==> config.mk <==
export PLATFORM = sky130hd
export DESIGN_NAME = mem_arbiter
export DESIGN_NICKNAME = d
export VERILOG_FILES = /design/src/rtl/mem_arbiter_pkg.sv /design/src/rtl/mem_arbiter.sv
export SDC_FILE = /design/constraint.sdc
export NUM_CORES = 1
export LEC_CHECK = 0
export CAP_MARGIN = 5
export CORE_AREA = 2 2 198 200
export CTS_BUF_LIST = sky130_fd_sc_hd__clkbuf_8
export DETAILED_ROUTE_END_ITERATION = 16
export DIE_AREA = 0 0 200 202
export GPL_ROUTABILITY_DRIVEN = 0
export SETUP_SLACK_MARGIN = 0.2
export SLEW_MARGIN = 40
export SYNTH_ARGS = -nofsm -noshare
export SYNTH_HDL_FRONTEND = slang
export SYNTH_SLANG_ARGS = --single-unit
==> constraint.sdc <==
create_clock -name clk -period 2.75 [get_ports clk]
set_input_delay 0.825 -clock clk [delete_from_list [all_inputs] [get_ports clk]]
set_output_delay 0.825 -clock clk [all_outputs]
set_load 0.01 [all_outputs]
==> src/rtl/mem_arbiter_pkg.sv <==
// Shared bus types for the core-to-memory arbiter: core-side ibus/dbus, memory-side
// request/response, and the arbiter state encoding.
package mem_arbiter_pkg;

    typedef struct packed {
        logic        valid;
        logic [63:0] addr;
    } ibus_req_t;

    typedef struct packed {
        logic        addr_ok;
        logic        data_ok;
        logic [31:0] data;
    } ibus_resp_t;

    typedef struct packed {
        logic        valid;
        logic [63:0] addr;
        logic [2:0]  size;
        logic [7:0]  strobe;
        logic [63:0] data;
    } dbus_req_t;

    typedef struct packed {
        logic        addr_ok;
        logic        data_ok;
        logic [63:0] data;
    } dbus_resp_t;

    typedef struct packed {
        logic        valid;
        logic        write;
        logic [63:0] addr;
        logic [2:0]  size;
        logic [7:0]  strobe;
        logic [63:0] data;
    } mem_req_t;

    typedef struct packed {
        logic        ready;
        logic [63:0] data;
    } mem_resp_t;

    typedef enum logic [1:0] {
        IDLE  = 2'b00,
        IBUSY = 2'b01,
        DBUSY = 2'b10
    } arb_state_t;

    localparam logic [2:0] IFETCH_SIZE = 3'b010;
    localparam logic [3:0] DCNT_SAT    = 4'hF;

    // Instruction fetches are 32-bit: address bit 2 picks the half of the 64-bit beat.
    function automatic logic [31:0] fetch_word(input logic [63:0] beat, input logic hi);
        logic [31:0] w;
        if (hi) begin
            w = beat[63:32];
        end else begin
            w = beat[31:0];
        end
        return w;
    endfunction

    function automatic logic [3:0] sat_inc(input logic [3:0] v);
        logic [3:0] r;
        if (v == DCNT_SAT) begin
            r = v;
        end else begin
            r = v + 4'd1;
        end
        return r;
    endfunction

endpackage

==> src/rtl/mem_arbiter.sv <==
// Two-master, single-outstanding arbiter: serialises core ibus/dbus onto one memory bus,
// dbus first, with a bounded dbus burst so instruction fetch always progresses.
module mem_arbiter
    import mem_arbiter_pkg::*;
#(
    parameter int unsigned MAX_DBURST = 4
)(
    input  logic       clk,
    input  logic       reset,
    input  ibus_req_t  ireq,
    output ibus_resp_t iresp,
    input  dbus_req_t  dreq,
    output dbus_resp_t dresp,
    output mem_req_t   mreq,
    input  mem_resp_t  mresp
);

    localparam logic [1:0] ST_IDLE  = IDLE;
    localparam logic [1:0] ST_IBUSY = IBUSY;
    localparam logic [1:0] ST_DBUSY = DBUSY;
    localparam logic [3:0] MAX_D    = MAX_DBURST[3:0];

    logic [1:0] state_r;
    logic [1:0] next_state_s;
    logic [3:0] dcnt_r;
    logic [3:0] next_dcnt_s;
    mem_req_t   req_r;
    mem_req_t   next_req_s;

    // Grant decision in IDLE and completion detection in the busy states.
    always_comb begin
        next_state_s = state_r;
        next_dcnt_s  = dcnt_r;
        next_req_s   = req_r;
        case (state_r)
            ST_IDLE: begin
                if (dreq.valid && (!ireq.valid || (dcnt_r < MAX_D))) begin
                    next_state_s      = ST_DBUSY;
                    next_req_s.valid  = 1'b1;
                    next_req_s.write  = |dreq.strobe;
                    next_req_s.addr   = dreq.addr;
                    next_req_s.size   = dreq.size;
                    next_req_s.strobe = dreq.strobe;
                    next_req_s.data   = dreq.data;
                    if (ireq.valid) begin
                        next_dcnt_s = sat_inc(dcnt_r);
                    end else begin
                        next_dcnt_s = 4'd0;
                    end
                end else if (ireq.valid) begin
                    next_state_s      = ST_IBUSY;
                    next_dcnt_s       = 4'd0;
                    next_req_s.valid  = 1'b1;
                    next_req_s.write  = 1'b0;
                    next_req_s.addr   = ireq.addr;
                    next_req_s.size   = IFETCH_SIZE;
                    next_req_s.strobe = 8'h00;
                    next_req_s.data   = 64'd0;
                end else begin
                    next_state_s = ST_IDLE;
                end
            end
            ST_IBUSY, ST_DBUSY: begin
                // The request register is frozen until memory reports done.
                if (mresp.ready) begin
                    next_state_s     = ST_IDLE;
                    next_req_s.valid = 1'b0;
                end else begin
                    next_state_s = state_r;
                end
            end
            default: begin
                next_state_s = ST_IDLE;
                next_dcnt_s  = 4'd0;
                next_req_s   = '0;
            end
        endcase
    end

    // FSM, burst counter and memory request register.
    always_ff @(posedge clk or negedge reset) begin
        if (!reset) begin
            state_r <= ST_IDLE;
            dcnt_r  <= 4'd0;
            req_r   <= '0;
        end else begin
            state_r <= next_state_s;
            dcnt_r  <= next_dcnt_s;
            req_r   <= next_req_s;
        end
    end

    assign mreq = req_r;

    // Completion pulse goes straight from mresp.ready to the granted side.
    always_comb begin
        iresp = '0;
        dresp = '0;
        if (mresp.ready && (state_r == ST_IBUSY)) begin
            iresp.addr_ok = 1'b1;
            iresp.data_ok = 1'b1;
            iresp.data    = fetch_word(mresp.data, req_r.addr[2]);
        end else if (mresp.ready && (state_r == ST_DBUSY)) begin
            dresp.addr_ok = 1'b1;
            dresp.data_ok = 1'b1;
            dresp.data    = mresp.data;
        end else begin
            iresp = '0;
            dresp = '0;
        end
    end

endmodule

-- After elaboration in Yosys (flattened, before gate mapping)
Cells that the tools add are included.
- register bits after elaboration: 147
- bits of input ports: 272
- output and inout port bits: 241
- word-level logic and storage cells: 46
- add/subtract/negate cells: 1
- magnitude comparators: 1
- eq/ne operators: 6
- mux-type cells: 18
- bitwise operators: 1
- reductions and logical operators: 11
- operator list (kind ; number):
    141-bit two-way mux ; 2
    140-bit case mux with 2 select lines ; 1
    66-bit two-way mux ; 2
    34-bit two-way mux ; 1
    32-bit two-way mux ; 1
    4-bit two-way mux ; 4
    4-bit case mux with 2 select lines ; 1
    8-bit OR reduction ; 1
    4-bit by 1-bit adder with 4-bit output, second input constant ; 1
    4-bit == test, second input constant ; 1
    4-bit by 3-bit less-than comparator with 1-bit output, second input constant ; 1
    2-bit two-way mux ; 2
    4-bit != test, second input constant ; 1
    2-bit case mux with 2 select lines ; 1
    2-bit AND reduction ; 2
    1-bit logical AND ; 3
    3-bit != test, second input constant ; 1
    3-bit AND reduction ; 1
    2-bit by 1-bit == test with 1-bit output, second input constant ; 1
    2-bit == test, second input constant ; 1
    2-bit logical NOT ; 1
    1-bit two-way mux ; 2
    2-bit != test, second input constant ; 1
    1-bit case mux with 2 select lines ; 1
    4 further kinds ; 4

-- Logic depth before layout (Yosys ltp)
Gate-level depths: netlist (run 1).
- word-level depth: 5
- depth in mapped cells: 8
- gate-level depth less buffers: 5

-- Worst setup path after synthesis (run 1)
OpenSTA, ideal clock, no wires.
- path type: input to output
- start point: input port mresp[64] (netlist bit)
- end point: output port dresp[10] (netlist bit)
- arrival time: 1591 ps
- data required time: 1925 ps
- path slack: 334 ps
- stages: 5
- buffers on the path: 2
- path through: nand2_1 -> nor2_1 -> clkbuf_1 -> clkbuf_1 -> and2_1
- RTL lines (element ; RTL line ; RTL):
    start: declaration ; mem_arbiter.sv:15 ; input mem_resp_t mresp
    end: declaration ; mem_arbiter.sv:13 ; output dbus_resp_t dresp,

==> flow_summary.yaml, run 1 <==
cts:
  root_buffer: "sky130_fd_sc_hd__clkbuf_8"
  cts-buffers-inserted: 17
  worst_skew_pair.late_latency_ns: 0.49
  clock-sinks: 147
  worst_setup_hold_path_clk_slew_ns: 0.09
  maximum_buffer_depth_of_the_clock_tree: 2
  tritoncts: "done"
  number_of_levels_in_the_clock_h_tree: 4
  cts.hold.buffers_added: 0
setup_path:
  cp_cell_sequence: "buf_6, ha_4, nand2_4, nor2_4, buf_6, buf_12, buf_12, buf_12, buf_16, buf_8, and2_4, buf_6"
  critPathArrivalTime_ns: 2.30
  worst_path_required_ns: 1.93
  setup.worst_path.end_class: "output pin"
  crit_path_top_delay_cell: "sky130_fd_sc_hd__dfrtp_1"
  critical_path.max_fanout: 5
  crit_type: "reg -> out"
  cp-start-kind: "flop"
  cpPeakStageDelay_ns: 0.41
global_routing:
  first_global_vias: 7520
  grt_start_max_net_pins: 69
  groute.usage.overall_pct: 16.6
  grt_overflow: 0
  wire_length_of_the_first_global_routing_pass_mm: 49.1
  initial_antenna_violation_count: 10
routing:
  vias: 7150
  ant_nets: 0
  detail_route.wirelength_mm: 35.4
  drtPass1Iterations: 4
  wire_per_inst_um: 21.5
  drt_drc_violations_left: 0
  detail_route.iter0.violations: 308
  post_drt_via_cell_ratio: 4.36
floorplan:
  die-width_um: 200
  placeableCoreArea_um2: 38300
  die_h_um: 202
  die_footprint_um2: 40400
  initial_core_utilization_pct: 18.0
  ios: 513
  rows: 72
sta:
  worstMarginPinSlew_ns: 0.481
  max_transition_viols_final: 0
  final_period_demand_of_the_worst_path_ns: 3.12
  slew_headroom_pct: 67.9
  setup_viol: 66
  timing.fmax_mhz: 320
  hold_violations: 0
  fin_crit_sh_pct: 114
  setup_total_negative_slack_ns: -13.35
  post-route-worst-setup-slack_ns: -0.372
  setup_repair_after_global_routing_missed_its_margin: "yes"
  finClkSkew_ns: 0.0154
run_status:
  run_status: "finished with violations"
  failing_checks: "setup timing"
power_and_ir_drop:
  leakage_nw: 5.83
  power.ir.vdd_worst_mv: 0.409
  pwr_density_cell_nw_per_um2: 913
place:
  dpl.hpwl_mm: 25.4
  numPlacedInstances: 1577
  place_area_um2: 12800
  preCtsSetupSlack_ns: -0.582
  buffer_ports.inserted: 512
min_path:
  hold_class: "in -> async"
yosys:
  post-synth-top-area-fraction_pct: 53.5
  synthesis.nets: 853
  seq_area_frac_synth_pct: 53.5
  synth.ff_latch_count: 147
  synthDominantAreaCellType: "sky130_fd_sc_hd__dfrtp_1"
  syn-cell-area_um2: 6880
  postSynthAreaPerCell_um2: 11.9
  synth_cell_type_count: 28
  yosys_warnings: 0
  cells_after_synthesis: 577
  synth.area.top_cells: "sky130_fd_sc_hd__dfrtp_1 (53%), sky130_fd_sc_hd__a22o_1 (9.8%), sky130_fd_sc_hd__a221o_1 (9.3%)"
job:
  maxCapViolCount: 0
finish:
  areaGrowthSynthToFinish_pct: 103
  nNetsFinal: 1384
  layout.cells.most_common_list: "sky130_fd_sc_hd__clkdlybuf4s50_1 (409), sky130_fd_sc_hd__dfrtp_1 (146), sky130_fd_sc_hd__a22o_1 (77), sky130_fd_sc_hd__buf_6 (68)"
  post-route-cell-area_um2: 13900
  final_layout_size_suffix_gt1_share_pct: 23.6
  layout.cells.most_common: "sky130_fd_sc_hd__clkdlybuf4s50_1"
  layoutNonFillerInstCount: 1641
==> cells in the mapped netlist <==
library cell and number:
sky130_fd_sc_hd__nand2_1 5, sky130_fd_sc_hd__and2_1 65, sky130_fd_sc_hd__buf_2 29, sky130_fd_sc_hd__nand3b_1 2
sky130_fd_sc_hd__a21o_1 2, sky130_fd_sc_hd__o21ai_0 1, sky130_fd_sc_hd__a32o_1 1, sky130_fd_sc_hd__o22a_1 1
sky130_fd_sc_hd__nor2_1 35, sky130_fd_sc_hd__buf_6 5, sky130_fd_sc_hd__mux2_2 1, sky130_fd_sc_hd__nor4_1 2
sky130_fd_sc_hd__and3_1 2, sky130_fd_sc_hd__clkbuf_1 24, sky130_fd_sc_hd__o21ai_2 1, sky130_fd_sc_hd__a211oi_1 1
sky130_fd_sc_hd__or2_2 1, sky130_fd_sc_hd__a22o_1 77, sky130_fd_sc_hd__nor3b_2 1, sky130_fd_sc_hd__a221o_1 64
sky130_fd_sc_hd__nor2b_1 2, sky130_fd_sc_hd__mux2i_1 32, sky130_fd_sc_hd__nor3b_1 64, sky130_fd_sc_hd__inv_1 3
sky130_fd_sc_hd__dfrtp_1 147, sky130_fd_sc_hd__buf_4 4, sky130_fd_sc_hd__ha_1 4, sky130_fd_sc_hd__nand3_1 1
==> routing by layer <==
layer  global-route usage (%)  share of wire [%]
met4                     7.88                3.9
met2                     30.3                 51
met5                        0                  0
met3                     4.84                7.7
met1                     17.3                 37
==> kinds of logic (layout without fill, tap and decap cells) <==
| kind of cell | count (synthesis) | after routing | share of synthesized area, % |
|---|---|---|---|
| AO/OA/AOI/OAI | 148 | 148 | 19.9 |
| adder cells (fa/ha/maj) | 4 | 4 | 0.728 |
| buffers and inverters | 65 | 606 | 4.84 |
| flip-flops | 147 | 147 | 53.5 |
| multiplexers | 33 | 33 | 4.82 |
| other | 0 | 5 | 0 |
| AND/OR/NAND/NOR | 180 | 180 | 16.2 |
==> registers in the layout (all words and copies together) (netlist names) <==
register,count
mreq,141
dcnt_r,4
state_r,2
==> area by class of cell <==
type	instances	area, µm²
fill	3773	24300
timing repair buffer	574	6150
sequential	147	3680
multi-input combinational	365	3070
tap	518	648
clock buffer	17	234
clock inverter	12	138
antenna	5	12.5
inverter	3	11.3
==> through the flow <==
step	util, %	total power [mW]	hold WS (ns)
2_1_floorplan	-	6.64	0.475
3_3_place_gp	33.4	10.2	0.476
3_5_place_dp	33.4	10.3	0.490
4_1_cts	35.0	12.5	0.245
5_1_grt	36.4	13.4	0.260
6_report	36.4	12.7	0.261
==> worst max-delay path: cells and delay by family, from the launching register on <==
kind,cells,cell delay (ns)
buf+inv,8,1.00
flops,1,0.41
fa+ha+maj,1,0.15
simple gates,3,0.27
==> power breakdown <==
| part | switching, mW | leakage (nW) | internal [mW] | total (mW) |
|---|---|---|---|---|
| registers | 0.513 | 1.93 | 3.06 | 3.57 |
| logic | 3.29 | 3.72 | 4.13 | 7.42 |
| clock network | 0.943 | 0.189 | 0.798 | 1.74 |
| total | 4.74 | 5.83 | 7.99 | 12.7 |
==> path summary, 6_finish.rpt <==
kind                             from        end  slack, ns  cells after the start
setup / recovery           state_r[1]   dresp[6]      -0.37                     12
hold / removal                  reset   mreq[30]       0.26                      1
setup reg to reg           state_r[0]  mreq[118]       0.51                      8
hold reg to reg              mreq[73]   mreq[73]       0.50                      1
max in group asynchronous       reset   mreq[77]       1.81                      2
min in group clk             mreq[73]   mreq[73]       0.50                      1
==> repair_timing <==
action | in CTS | in global routing
gates resized for setup | 394 | 135
endpoints found under the setup margin | 100 | 101
cloned | 7 | 1
hold endpoints to repair | 0 | 0
pin swaps | 5 | 15
setup buffers | 17 | 5
Power figures use the tool's default switching activity.
==> run 2, diff against run 1 <==
- GPL_ROUTABILITY_DRIVEN: 0 -> 1
==> results of run 2 <==
Same layout as run 1: the final DEF is identical, and so are final timing and power.
==> RTL edit (flow settings as in run 1) <==
Reset style: synchronous (`reset`), changed in one clocked block.
--- a/src/rtl/mem_arbiter.sv
+++ b/src/rtl/mem_arbiter.sv
@@ -78,7 +78,7 @@
     end
 
     // FSM, burst counter and memory request register.
-    always_ff @(posedge clk or negedge reset) begin
+    always_ff @(posedge clk) begin
         if (!reset) begin
             state_r <= ST_IDLE;
             dcnt_r  <= 4'd0;
Behaviour: differs if reset is asserted again (counterexample within 4 cycles, from zero or initial values and one cycle with reset low); with reset held inactive, the same outputs for 4 cycles.
==> RTL edit against run 1 <==
- the flow still finishes with violations (negative setup slack)
- setup slack gained 200 ps
- design area is 1.6% lower
- fmax increased by 6.9%
- sequential cell count stayed put
- wire length is 1.5% lower
- clock skew up 4.8 ps
- non-clock buffer count increased by 15
- global-route usage fell by 0.70 points
- synthesized area down 7.7%
- first-iteration DRC count rose by 7.8%
- core utilization shrank 0.58 points
- synthesized cell count grew 28%
- critical endpoint is now dresp[24]
Power is not compared: it rests on default switching activity, and its combinational part moved more than twofold at a synthesized area within 25%.
==> RTL edit: results (changes against run 1) <==
Parameter                              Value

Clock tree
  Number of cells upsized or downsized after cts ... 499 (was 394)
  # Post-CTS Setup Buffers ... 25 (was 17)

GRT
  Grt met2 use ... 28.5% (was 30.3%)
  Via count of the first global-routing pass ... 7612 (was 7520)
  Initial antenna violation count ... 5 (was 10)
  Global routing met1 resource utilization ... 16.9% (was 17.3%)
  Wire length of the first global-routing pass ... 47000 um (was 49100 um)
  Global-route usage over all layers ... 15.9% (was 16.6%)
  Global-route met3 utilization ... 4.96% (was 4.84%)

Drt
  Detailed router's first-iteration violation count ... 332 (was 308)
  Avg Vias per Cell ... 4.21 (was 4.36)
  Met2 wire length ... 18000 um (was 18200 um)
  Number of iterations in the first detailed-routing pass ... 5 (was 4)
  Wl on met1 ... 13300 um (was 13100 um)
  Total number of vias ... 7637 (was 7150)
  Detailed route wirelength on metal3 ... 2570 um (was 2710 um)

Setup path
  Endpoint of the worst register-to-register path ... mreq[108] (was mreq[118])
  Max stage delay on crit path ... 380 ps (was 410 ps)
  Cell type of the slowest stage on the worst timing path ... dfxtp_4 (was dfrtp_1)
  Internal reg-to-reg setup slack ... 660 ps (was 510 ps)
  Crit path from ... state_r[0] (was state_r[1])
  Arrival @ worst endpoint ... 2100 ps (was 2300 ps)
  Biggest fanout along the worst timing path ... 4 (was 5)

Synth
  Synth async-reset ratio ... 0% (was 100%)
  Synthesized area divided by synthesized cell count ... 8.57 sq um (was 11.9 sq um)
  Share of the yosys chip area belonging to registers ... 46.4% (was 53.5%)
  Cell types with the largest area share after synthesis ... dfxtp_1, a22oi_1, nor2_1 (was dfrtp_1, a22o_1, a221o_1)
  Synth unique cells ... 35 (was 28)
  Most used DFF post-synth ... dfxtp_1 (was dfrtp_1)
  Post-synth net total ... 1017 (was 853)
  Ranking of synthesized cells by instance count ... dfxtp_1, a22oi_1, nor2_1 (was dfrtp_1, a22o_1, and2_1)

Timing
  Skew final ... 20.2 ps (was 15.4 ps)
  Setup TNS after final layout ... -4250 ps (was -13350 ps)
  Max-Slew Margin vs Limit ... 69.0% (was 67.9%)
  Final worst-path setup slack ... -171 ps (was -372 ps)
  Final hold slack ... 449 ps (was 261 ps)
  Endpoints failing setup ... 56 (was 66)

Pwr
  Power share of the clock group ... 30.2%
  P_sw ... 1760 uW

Placed design
  Placement Cell Area ... 12200 sq um (was 12800 sq um)
  HPWL reported at the end of detailed placement ... 25200 um (was 25400 um)
  Number of placed instances with taps included ... 1733 (was 1577)

Status
  Result of the run ... finished, violations left (unchanged)
  Failing checks ... negative setup slack (unchanged)

Final layout
  Synth-to-Final Area Change ... 116% (was 103%)
  Total number of nets in the final design ... 1556 (was 1384)
  Filler instances ... 3842 (was 3773)
  Layout cells sized above 1 ... 24.9% (was 23.6%)

Min path
  Kind of path behind the tightest hold check ... flop to flop (was input port to asynchronous set/reset pin)
[RTL edit: kinds of logic (layout without fill, tap and decap cells)]
| family | after synthesis | after routing | synth area share, % |
|---|---|---|---|
| flops | 147 | 147 | 46.4 |
| simple gates | 269 | 269 | 19.3 |
| fa+ha+maj | 4 | 4 | 0.788 |
| xor+xnor | 1 | 1 | 0.138 |
| mux | 32 | 32 | 5.05 |
| buf+inv | 74 | 626 | 5.72 |
| compound gates | 214 | 214 | 22.7 |
| other cells | 0 | 5 | 0 |
[RTL edit: area by class of cell]
| cell class | instances | share of cell area (%) |
|---|---|---|
| Multi-Input combinational cell | 520 | 25.1 |
| Tap cell | 518 | 4.72 |
| Inverter | 5 | 0.173 |
| Clock buffer | 20 | 2.01 |
| Timing Repair Buffer | 589 | 45.4 |
| Antenna cell | 5 | 0.0912 |
| Sequential cell | 147 | 21.5 |
| Clock inverter | 12 | 0.994 |
